## src/rtl/bcd_scan_display.sv

```systemverilog
// bcd_scan_display: time-multiplexes NUM_DIGITS packed BCD digits onto a
// shared seven-segment bus with one-hot digit enables. A snapshot of all
// digits is taken once per scan frame so the display never tears.
module bcd_scan_display #(
  parameter int NUM_DIGITS = 4,
  parameter int PRESCALE   = 4
) (
  input  logic                    clk,
  input  logic                    rst_n,
  input  logic                    en,
  input  logic                    blank_lz,
  input  logic [4*NUM_DIGITS-1:0] bcd_in,
  output logic [NUM_DIGITS-1:0]   an,
  output logic [6:0]              seg,
  output logic                    frame_start
);

  localparam int PW = (PRESCALE > 1) ? $clog2(PRESCALE) : 1;
  localparam int IW = $clog2(NUM_DIGITS);
  localparam logic [PW-1:0] PRE_LAST = PW'(PRESCALE - 1);
  localparam logic [IW-1:0] IDX_LAST = IW'(NUM_DIGITS - 1);

  logic [PW-1:0]           pre, pre_next;
  logic [IW-1:0]           idx, idx_next;
  logic [4*NUM_DIGITS-1:0] shadow, shadow_next;
  logic                    lz_q, lz_next;
  logic                    wrap;
  logic [NUM_DIGITS:0]     zero_above;
  logic [3:0]              cur_digit;
  logic                    cur_blank;
  logic [NUM_DIGITS-1:0]   an_next;
  logic [6:0]              seg_next;

  // Seven-segment decode {g,f,e,d,c,b,a}; non-BCD codes show a dash.
  function automatic logic [6:0] decode(input logic [3:0] d);
    case (d)
      4'd0:    decode = 7'h3F;
      4'd1:    decode = 7'h06;
      4'd2:    decode = 7'h5B;
      4'd3:    decode = 7'h4F;
      4'd4:    decode = 7'h66;
      4'd5:    decode = 7'h6D;
      4'd6:    decode = 7'h7D;
      4'd7:    decode = 7'h07;
      4'd8:    decode = 7'h7F;
      4'd9:    decode = 7'h6F;
      default: decode = 7'h40;
    endcase
  endfunction

  // Next-state of prescaler, scan index and snapshot.
  always_comb begin
    // NOTE: every variable gets a default first so no path leaves it unassigned
    // and a latch cannot be inferred.
    pre_next    = pre;
    idx_next    = idx;
    shadow_next = shadow;
    lz_next     = lz_q;
    wrap        = 1'b0;
    if (en) begin
      if (pre == PRE_LAST) begin
        pre_next = '0;
        if (idx == IDX_LAST) begin
          idx_next    = '0;
          wrap        = 1'b1;
          shadow_next = bcd_in;
          lz_next     = blank_lz;
        end else begin
          idx_next = idx + 1'b1;
        end
      end else begin
        pre_next = pre + 1'b1;
      end
    end
  end

  // Output decode from next-state values so outputs track idx with no lag.
  always_comb begin
    zero_above[NUM_DIGITS] = 1'b1;
    for (int i = NUM_DIGITS - 1; i >= 0; i--) begin
      zero_above[i] = zero_above[i+1] && (shadow_next[4*i +: 4] == 4'd0);
    end
    cur_digit = 4'd0;
    cur_blank = 1'b0;
    an_next   = '0;
    for (int i = 0; i < NUM_DIGITS; i++) begin
      if (idx_next == IW'(i)) begin
        an_next[i] = 1'b1;
        cur_digit  = shadow_next[4*i +: 4];
        cur_blank  = lz_next && (i != 0) && zero_above[i];
      end
    end
    seg_next = cur_blank ? 7'h00 : decode(cur_digit);
  end

  // Scan state and registered outputs.
  always_ff @(posedge clk or negedge rst_n) begin
    if (!rst_n) begin
      // Terminal values make the first enabled edge a frame start.
      pre         <= PRE_LAST;
      idx         <= IDX_LAST;
      shadow      <= '0;
      lz_q        <= 1'b0;
      an          <= '0;
      seg         <= '0;
      frame_start <= 1'b0;
    end else begin
      // NOTE: non-blocking assignments so all registers update from the same
      // pre-edge values, independent of statement order.
      pre         <= pre_next;
      idx         <= idx_next;
      shadow      <= shadow_next;
      lz_q        <= lz_next;
      frame_start <= wrap;
      if (en) begin
        an  <= an_next;
        seg <= seg_next;
      end else begin
        an  <= '0;
        seg <= '0;
      end
    end
  end

endmodule

```

## config.mk

```make
export PLATFORM = sky130hd
export DESIGN_NAME = bcd_scan_display
export DESIGN_NICKNAME = d
export VERILOG_FILES = /design/src/rtl/bcd_scan_display.sv
export SDC_FILE = /design/constraint.sdc
export NUM_CORES = 1
export LEC_CHECK = 0
export ABC_CLOCK_PERIOD_IN_PS = 6030
export CORE_ASPECT_RATIO = 2
export CORE_MARGIN = 1.5
export CORE_UTILIZATION = 56
export DETAILED_ROUTE_END_ITERATION = 8
export PLACE_DENSITY = 0.84
export SLEW_MARGIN = 10
export SYNTH_ARGS = -nofsm -noshare
export SYNTH_HDL_FRONTEND = slang
export SYNTH_SLANG_ARGS = --single-unit
```

## constraint.sdc

```tcl
create_clock -name clk -period 6.03 [get_ports clk]
set_clock_uncertainty 0.15 [all_clocks]
set_input_delay 0.9045 -clock clk [delete_from_list [all_inputs] [get_ports clk]]
set_output_delay 0.9045 -clock clk [all_outputs]
set_load 0.01 [all_outputs]
```

---- After elaboration in Yosys (flattened, before gate mapping) ----
Memories as Yosys holds them, arrays and structs flattened.
Cells that the tools add are included.
word-level totals
  output and inout port bits .............. 12
  logic and storage cells ................. 51
  register bits ........................... 33
  memory bits (read-only) ................. 112
  input bits .............................. 20
  memories kept ........................... 1
operators by class
  $add $sub $neg .......................... 2
  multiplexer cells ....................... 27
  reduce and logical (&&, ||, !) cells .... 9
  equality and inequality tests ........... 5
memories
  name             words  bits a word  rd ports  clocked after Yosys merged registers in  wr ports  line  source
  (no name shown)  16     7            1         0                                        0         36    case (d)
operator list
  kind                                            number
  two-way mux 16 bit                              3
  two-way mux 4 bit                               5
  two-way mux 7 bit                               2
  two-way mux 1 bit                               13
  logical NOT 4 bit                               3
  == test 2 bit (second input constant)           4
  two-way mux 2 bit                               4
  logical AND 1 bit                               5
  adder 2 x 1 -> 2 bit (second input constant)    2
  == test 2 x 1 -> 1 bit (second input constant)  1
  logical NOT 2 bit                               1

---- Depth between registers and ports, before layout ----
Gate-level depths: netlist of run 1.
  depth after elaboration ................. 13
  depth in mapped cells ................... 12
  gate-level depth less buffers ........... 11

---- Worst setup path after synthesis of run 1 ----
OpenSTA, ideal clock, no wires.
  path kind ............................... input to register
  start ................................... input port en
  end ..................................... register seg[6]
  stages .................................. 12
  arrival time ............................ 2.779 ns
  setup slack ............................. 3.023 ns
  buffers on the path ..................... 3
  library setup time ...................... 0.078 ns
  data required time ...................... 5.802 ns
  path through ............................ buf_6 > and3_4 > buf_6 > buf_6 > mux2i_1 > mux2i_1 > mux2i_1 > inv_1 > ha_1 > o21ai_1 > a21bo_2 > a21oi_1
between the ends
  word-level cells in the longest chain between the ends .. 10
  elaborated cells between the ends (all ways) .. 25
  those cells by class .................... 3 x eq/ne; 12 x mux; 9 x reduce/logical; 1 x memory
RTL lines
  what                                                              line  source
  start, declared                                                   10    input logic en,
  branches (longest 9 deep; another with memory read (16 x 7 bit))  n/a
  two-way mux 7 bit *                                               115   if (en) begin
  end signal, assigned                                              117   seg <= seg_next;
  end, declared                                                     14    output logic [6:0] seg,
Mark *: on every way between the ends.
A chain may end at the register's enable or synchronous reset.

---- Worst setup path in the final report of run 1 ----
Same ends and word-level chain as after synthesis.

==> run metrics, run 1 <==
status=completed; Metal-1 WL=1.342 mm; Detail Route Antenna Nets=0; CP peak stage delay=roughly 0.87 ns; dpl cell area=about 0.0021 mm2; VDD IR-drop max=0.2932 mV; Port-buffer cells=31; Net count, final=218; Total Routing Usage GR=between 20% and 30%; period utilization=64.59%; Synth Flop Type=dfrtp_1; Clock Sinks=33; Hold Crit Depth=1; worst-margin pin slew=0.6238 ns; drt wl/cell=17.54 um; CTS HTree Levels=2; crit path max fanout=18; max_cap viols=0; Final Instance Count excl. Fillers=221; via count=around 1300; area leader, netlist=dfrtp_1; RSZ-0062 raised after global routing=no; Tmin final=3.895 ns; GRT Residual Overflow=0; Final Hold Vio Count=0; register bit count reported by yosys=33; crit path to=seg[6]; n_diodes=0; row count=28; Max Slew Vio Count=0; WP buf/inv=2; sequential share of the synthesized area=47.06%; cell class contributing the biggest share of worst-path delay=buffers and inverters; global-route wire length before repair=5.989 mm; core footprint=0.002978 mm2; die height=82.41 um; Crit path top cell by count=mux2i_1; commonest non-fill, non-tap cell in the layout=clkdlybuf4s50_1; Reg clk slew, reported paths=0.07 ns; DR top layer=met4; DR WL met3=between 100 and 150 um; vias in the first global route=1335; later-pin clock latency in the skew report=0.29 ns; CTS root buffer=clkbuf_8; reg-to-reg setup timing slack=2.75 ns; die span in x=42.70 um; post-synthesis net count=184; post-synth cell types=39; commonest cells after routing, fill and taps aside=31 x clkdlybuf4s50_1, 29 x dfrtp_1, 18 x inv_1, 18 x mux2i_1, 9 x nand3_1; Final Worst Setup Slack=2.135 ns; Iter 0 DRT Violations=48; synthesis-to-layout area growth=23.46%; Critical Path Start=en; critical-path cell list=clkdlybuf4s50_1 -> and3_4 -> mux2i_1 -> mux2i_1 -> mux2i_1 -> inv_1 -> ha_1 -> o21ai_1 -> a21bo_2 -> a21oi_1; Final Setup Violations=0; CTS max path bufs=2; total design power=1.141 mW; Mapped Area=0.001765 mm2; R2R depth=10; DR WL met2=about 2.3 mm; Min-Delay Path Class=reg -> reg; Power per Cell Area=523.3 mW/mm2; CTS tree=yes; Crit Path Class=in -> reg; ys async rst share=100.0%; CP max stage cell=clkdlybuf4s50_1; die area=~0.0035 mm2; Req. time, crit path=roughly 6.1 ns; reg2reg start=pre[0]; Synthesis Warnings=0; cts repair resizes=0; Initial Utilization=between 50 and 60%; RR Endpoint=seg[6]; largest net degree at the start of global routing=34; placed instance count=213; fmax=0.2567 GHz; Hold WS=0.3358 ns; hold buffers post-CTS=0; relative slew slack=58.29%; crit end category=register; post-synth top area share=41.11%; TritonCTS Buffers=5; Synth Area per Inst=11.32 um2; initial antenna violation count=0; Via density=5.910; hpwl dp=2.891 mm; Synth area leaders=dfrtp_1 41%, mux2i_1 10%, dfstp_2 6.0%; EDFF count, synth=0; DRT Wirelength=3.876 mm; DR pass1 iterations=4; Cells after Synth=156; Pleak=1.045 nW; setup bufs post-CTS=0; layout cells sized above 1=15.71%; Critical Path Start Type=primary input; Finished Cell Area=0.002180 mm2; pre-CTS WS=1.878 ns; GP Congestion=between 0.9 and 1; CP Depth=10; # DRC=0; Core Util, Final=between 70% and 80%; CP arrival=between 3 and 4 ns; Fin Setup TNS=0 ns; I/O pins=32
## power breakdown
| part | switching (mW) | internal [mW] |
|---|---|---|
| Sequential | 0.0335 | 0.313 |
| Combinational | 0.339 | 0.274 |
| Clock | 0.0772 | 0.103 |
| Total | 0.450 | 0.690 |
## worst reg2reg max path: stages (launching register included)
cell and delay (ns):
dfstp_2 0.54, ha_1 0.38, and3_4 0.42, mux2i_1 0.38
mux2i_1 0.12, mux2i_1 0.40, inv_1 0.13, ha_1 0.22
o21ai_1 0.10, a21bo_2 0.24, a21oi_1 0.13
## layout make-up
class / instances / area [um2]
inverter: 21 / 78.83
clock inverter: 1 / 5.005
timing repair buffer: 32 / 317.8
clock buffer: 7 / 96.34
tap: 30 / 37.54
multi-input combinational: 97 / 813.3
fill: 222 / 798.3
sequential: 33 / 830.8
## synth_stat cells (3+ instances only)
master / number
inv_1: 18
mux2_4: 4
ha_1: 8
nand4_1: 5
nand3_1: 9
and3_1: 5
o21ai_0: 3
a21boi_0: 3
nor2_1: 5
dfrtp_1: 29
nand2b_1: 3
buf_6: 3
nand2_1: 3
a21oi_1: 5
dfstp_2: 4
mux2i_1: 18
## routing by layer
| metal | track usage [%] | up-vias |
|---|---|---|
| li1 | - | 618 |
| met1 | 20.09 | 629 |
| met2 | 47.73 | 45 |
| met3 | 5.000 | 14 |
| met4 | 12.81 | 0 |
| met5 | 0 | - |
## sequential cells by signal, indices dropped and copies added, names as in the netlist
register	count
shadow	16
seg	7
an	4
idx	2
pre	2
frame_start	1
lz_q	1
## kinds of logic after synthesis
| family | after synthesis | synth area share, % |
|---|---|---|
| buffers and inverters | 26 | 6.874 |
| AOI/OAI and AO/OA | 27 | 11.77 |
| DFF | 33 | 47.06 |
| muxes | 27 | 17.72 |
| adders and majority gates | 8 | 5.670 |
| and+or+nand+nor | 35 | 10.91 |
## worst min-delay path by stage
stage / start / end / slack [ns]
after floorplan: shadow[0] / shadow[0] / 0.30
after global placement: pre[0] / pre[0] / 0.33
after detailed placement: pre[0] / pre[0] / 0.33
after CTS: pre[0] / pre[0] / 0.34
after global routing: pre[0] / pre[0] / 0.36
final: pre[0] / pre[0] / 0.34
(Power assumes the default switching activity.)
==> run 2: changes to the inputs <==
--- a/config.mk
+++ b/config.mk
@@ -5,12 +5,12 @@
 export SDC_FILE = /design/constraint.sdc
 export NUM_CORES = 1
 export LEC_CHECK = 0
-export ABC_CLOCK_PERIOD_IN_PS = 6030
+export ABC_CLOCK_PERIOD_IN_PS = 3800
 export CORE_ASPECT_RATIO = 2
 export CORE_MARGIN = 1.5
-export CORE_UTILIZATION = 56
+export CORE_UTILIZATION = 52
 export DETAILED_ROUTE_END_ITERATION = 8
-export PLACE_DENSITY = 0.84
+export PLACE_DENSITY = 0.79
 export SLEW_MARGIN = 10
 export SYNTH_ARGS = -nofsm -noshare
 export SYNTH_HDL_FRONTEND = slang
==> constraint.sdc (replaced) <==
create_clock -name clk -period 3.8 [get_ports clk]
set_clock_uncertainty 0.15 [all_clocks]
set_input_delay 0.57 -clock clk [delete_from_list [all_inputs] [get_ports clk]]
set_output_delay 0.57 -clock clk [all_outputs]
set_load 0.01 [all_outputs]
==> run 2 against run 1 <==
  * Sequential cell count is the same
  * Critical path depth is the same
  * Core utilization shrank 4.6 points
  * Combinational power grew 61%
  * Largest power group unchanged
  * Highest routed layer unchanged
==> run metrics, run 2 (synthesis gave the netlist of run 1 again) <==
pre-CTS WS=0.1917 ns; DR top layer=met4; die height=about 85 um; Gate power share=between 50% and 60%; Reg clk slew, reported paths=0.06 ns; CTS max path bufs=2; commonest non-fill, non-tap cell in the layout=clkdlybuf4s50_1; GRT Residual Overflow=0; relative slew slack=69.30%; Psw=710.2 uW; RSZ-0062 raised after global routing=no; # DRC=0; CP peak stage delay=0.68 ns; worst-margin pin slew=0.4477 ns; Final Setup Violations=0; n_diodes=0; Final Instance Count excl. Fillers=226; Metal-1 WL=1.352 mm; initial antenna violation count=0; fmax=0.2951 GHz; period utilization=89.18%; max reg flops=16; max_cap viols=0; cts repair resizes=0; Final Worst Setup Slack=0.4110 ns; Hold WS=around 0.34 ns; Crit Path Class=in -> reg; Via density=5.836; Net count, final=222; hpwl dp=2.997 mm; crit path max fanout=15; setup bufs post-CTS=0; drt wl/cell=16.88 um; Iter 0 DRT Violations=25; Initial Utilization=between 50% and 60%; vias in the first global route=1456; Crit path top cell by count=mux2i_1; total design power=between 1.5 and 2 mW; hold buffers post-CTS=0; WP buf/inv=2; Largest Register=shadow; Core Util, Final=68.57%; status=completed; DRT Wirelength=between 3 and 4 mm; CP arrival=3.44 ns; sw frac=39.74%; DR WL met3=124 um; crit end category=register; clock share of power=about 14%; Max Slew Vio Count=0; Detail Route Antenna Nets=0; core footprint=0.003193 mm2; critical-path cell list=clkdlybuf4s50_1 -> and3_4 -> mux2i_1 -> mux2i_1 -> mux2i_1 -> inv_1 -> ha_1 -> o21ai_1 -> a21bo_2 -> a21oi_1; die span in x=44.20 um; Critical Path Start Type=primary input; CTS HTree Levels=2; Req. time, crit path=3.85 ns; cell class contributing the biggest share of worst-path delay=multiplexers; Fin Setup TNS=0 ns; dpl cell area=0.002110 mm2; layout cells sized above 1=15.90%; Internal=approximately 1.1 mW; Min-Delay Path Class=reg -> reg; Pleak=between 1 and 1.5 nW; Clock Sinks=33; placed instance count=218; DR pass1 iterations=4; later-pin clock latency in the skew report=0.28 ns; DR WL met2=2.177 mm; Largest regs=shadow: 16 flops, seg: 7 flops, an: 4 flops; CTS tree=yes; Reg power frac=30.9%; row count=29; commonest cells after routing, fill and taps aside=31 x clkdlybuf4s50_1, 29 x dfrtp_1, 18 x inv_1, 18 x mux2i_1, 9 x nand3_1; Port-buffer cells=31; global-route wire length before repair=6.589 mm; Finished Cell Area=0.002190 mm2; Total Routing Usage GR=a little under a quarter; TritonCTS Buffers=5; CP max stage cell=clkdlybuf4s50_1; die area=about 0.0038 mm2; largest net degree at the start of global routing=34; I/O pins=32; CTS root buffer=clkbuf_8; Tmin final=3.389 ns; synthesis-to-layout area growth=24.03%; Power per Cell Area=816.1 mW/mm2; VDD IR-drop max=0.4717 mV; GP Congestion=0.9368; via count=1319; Final Hold Vio Count=0
-- run 2: cell types whose count changed in the layout (fill, tap and decap cells not counted), sizes merged --
cell | before | now
clkbuf | 7 | 8
buf | 1 | 5
clkinv | 2 | 1
-- run 2: final timing paths --
check	start	endpoint	slack, ns	depth (start not counted)
setup / recovery	en	seg[6]	0.41	10
hold / removal	pre[0]	pre[0]	0.34	1
setup reg to reg	pre[0]	seg[6]	0.46	10
hold reg to reg	pre[0]	pre[0]	0.34	1
max in group asynchronous	rst_n	idx[0]	2.65	2
min in group asynchronous	rst_n	frame_start	0.53	2
-- run 2: layout make-up --
class / instances / area (um2)
well taps: 31 / 38.79
multi-input cells: 97 / 813.3
flip-flops and latches: 33 / 830.8
fillers: 251 / 1003
clock buffers: 8 / 80.08
inverters: 21 / 78.83
repair buffers: 36 / 347.8
-- run 2: metal layers --
layer	vias to the layer above	GRT usage [%]
met5	-	0
met4	0	12.95
met3	17	5.532
met2	38	42.51
met1	638	23.64
li1	626	-
-- run 2: worst register-to-register path, stage by stage (launching register included) --
cell and delay [ns]:
dfstp_2 0.54, ha_1 0.38, and3_4 0.42, mux2i_1 0.37
mux2i_1 0.14, mux2i_1 0.38, inv_1 0.16, ha_1 0.23
o21ai_1 0.10, a21bo_2 0.24, a21oi_1 0.15
-- run 2: power groups by stage --
stage / sequential (mW) / combinational (mW) / clock, mW
2_1_floorplan: 0.568 / 0.658 / 0
3_3_place_gp: 0.549 / 0.925 / 0
3_5_place_dp: 0.561 / 0.975 / 0
4_1_cts: 0.555 / 0.981 / 0.252
5_1_grt: 0.565 / 1.10 / 0.266
6_report: 0.553 / 0.988 / 0.246
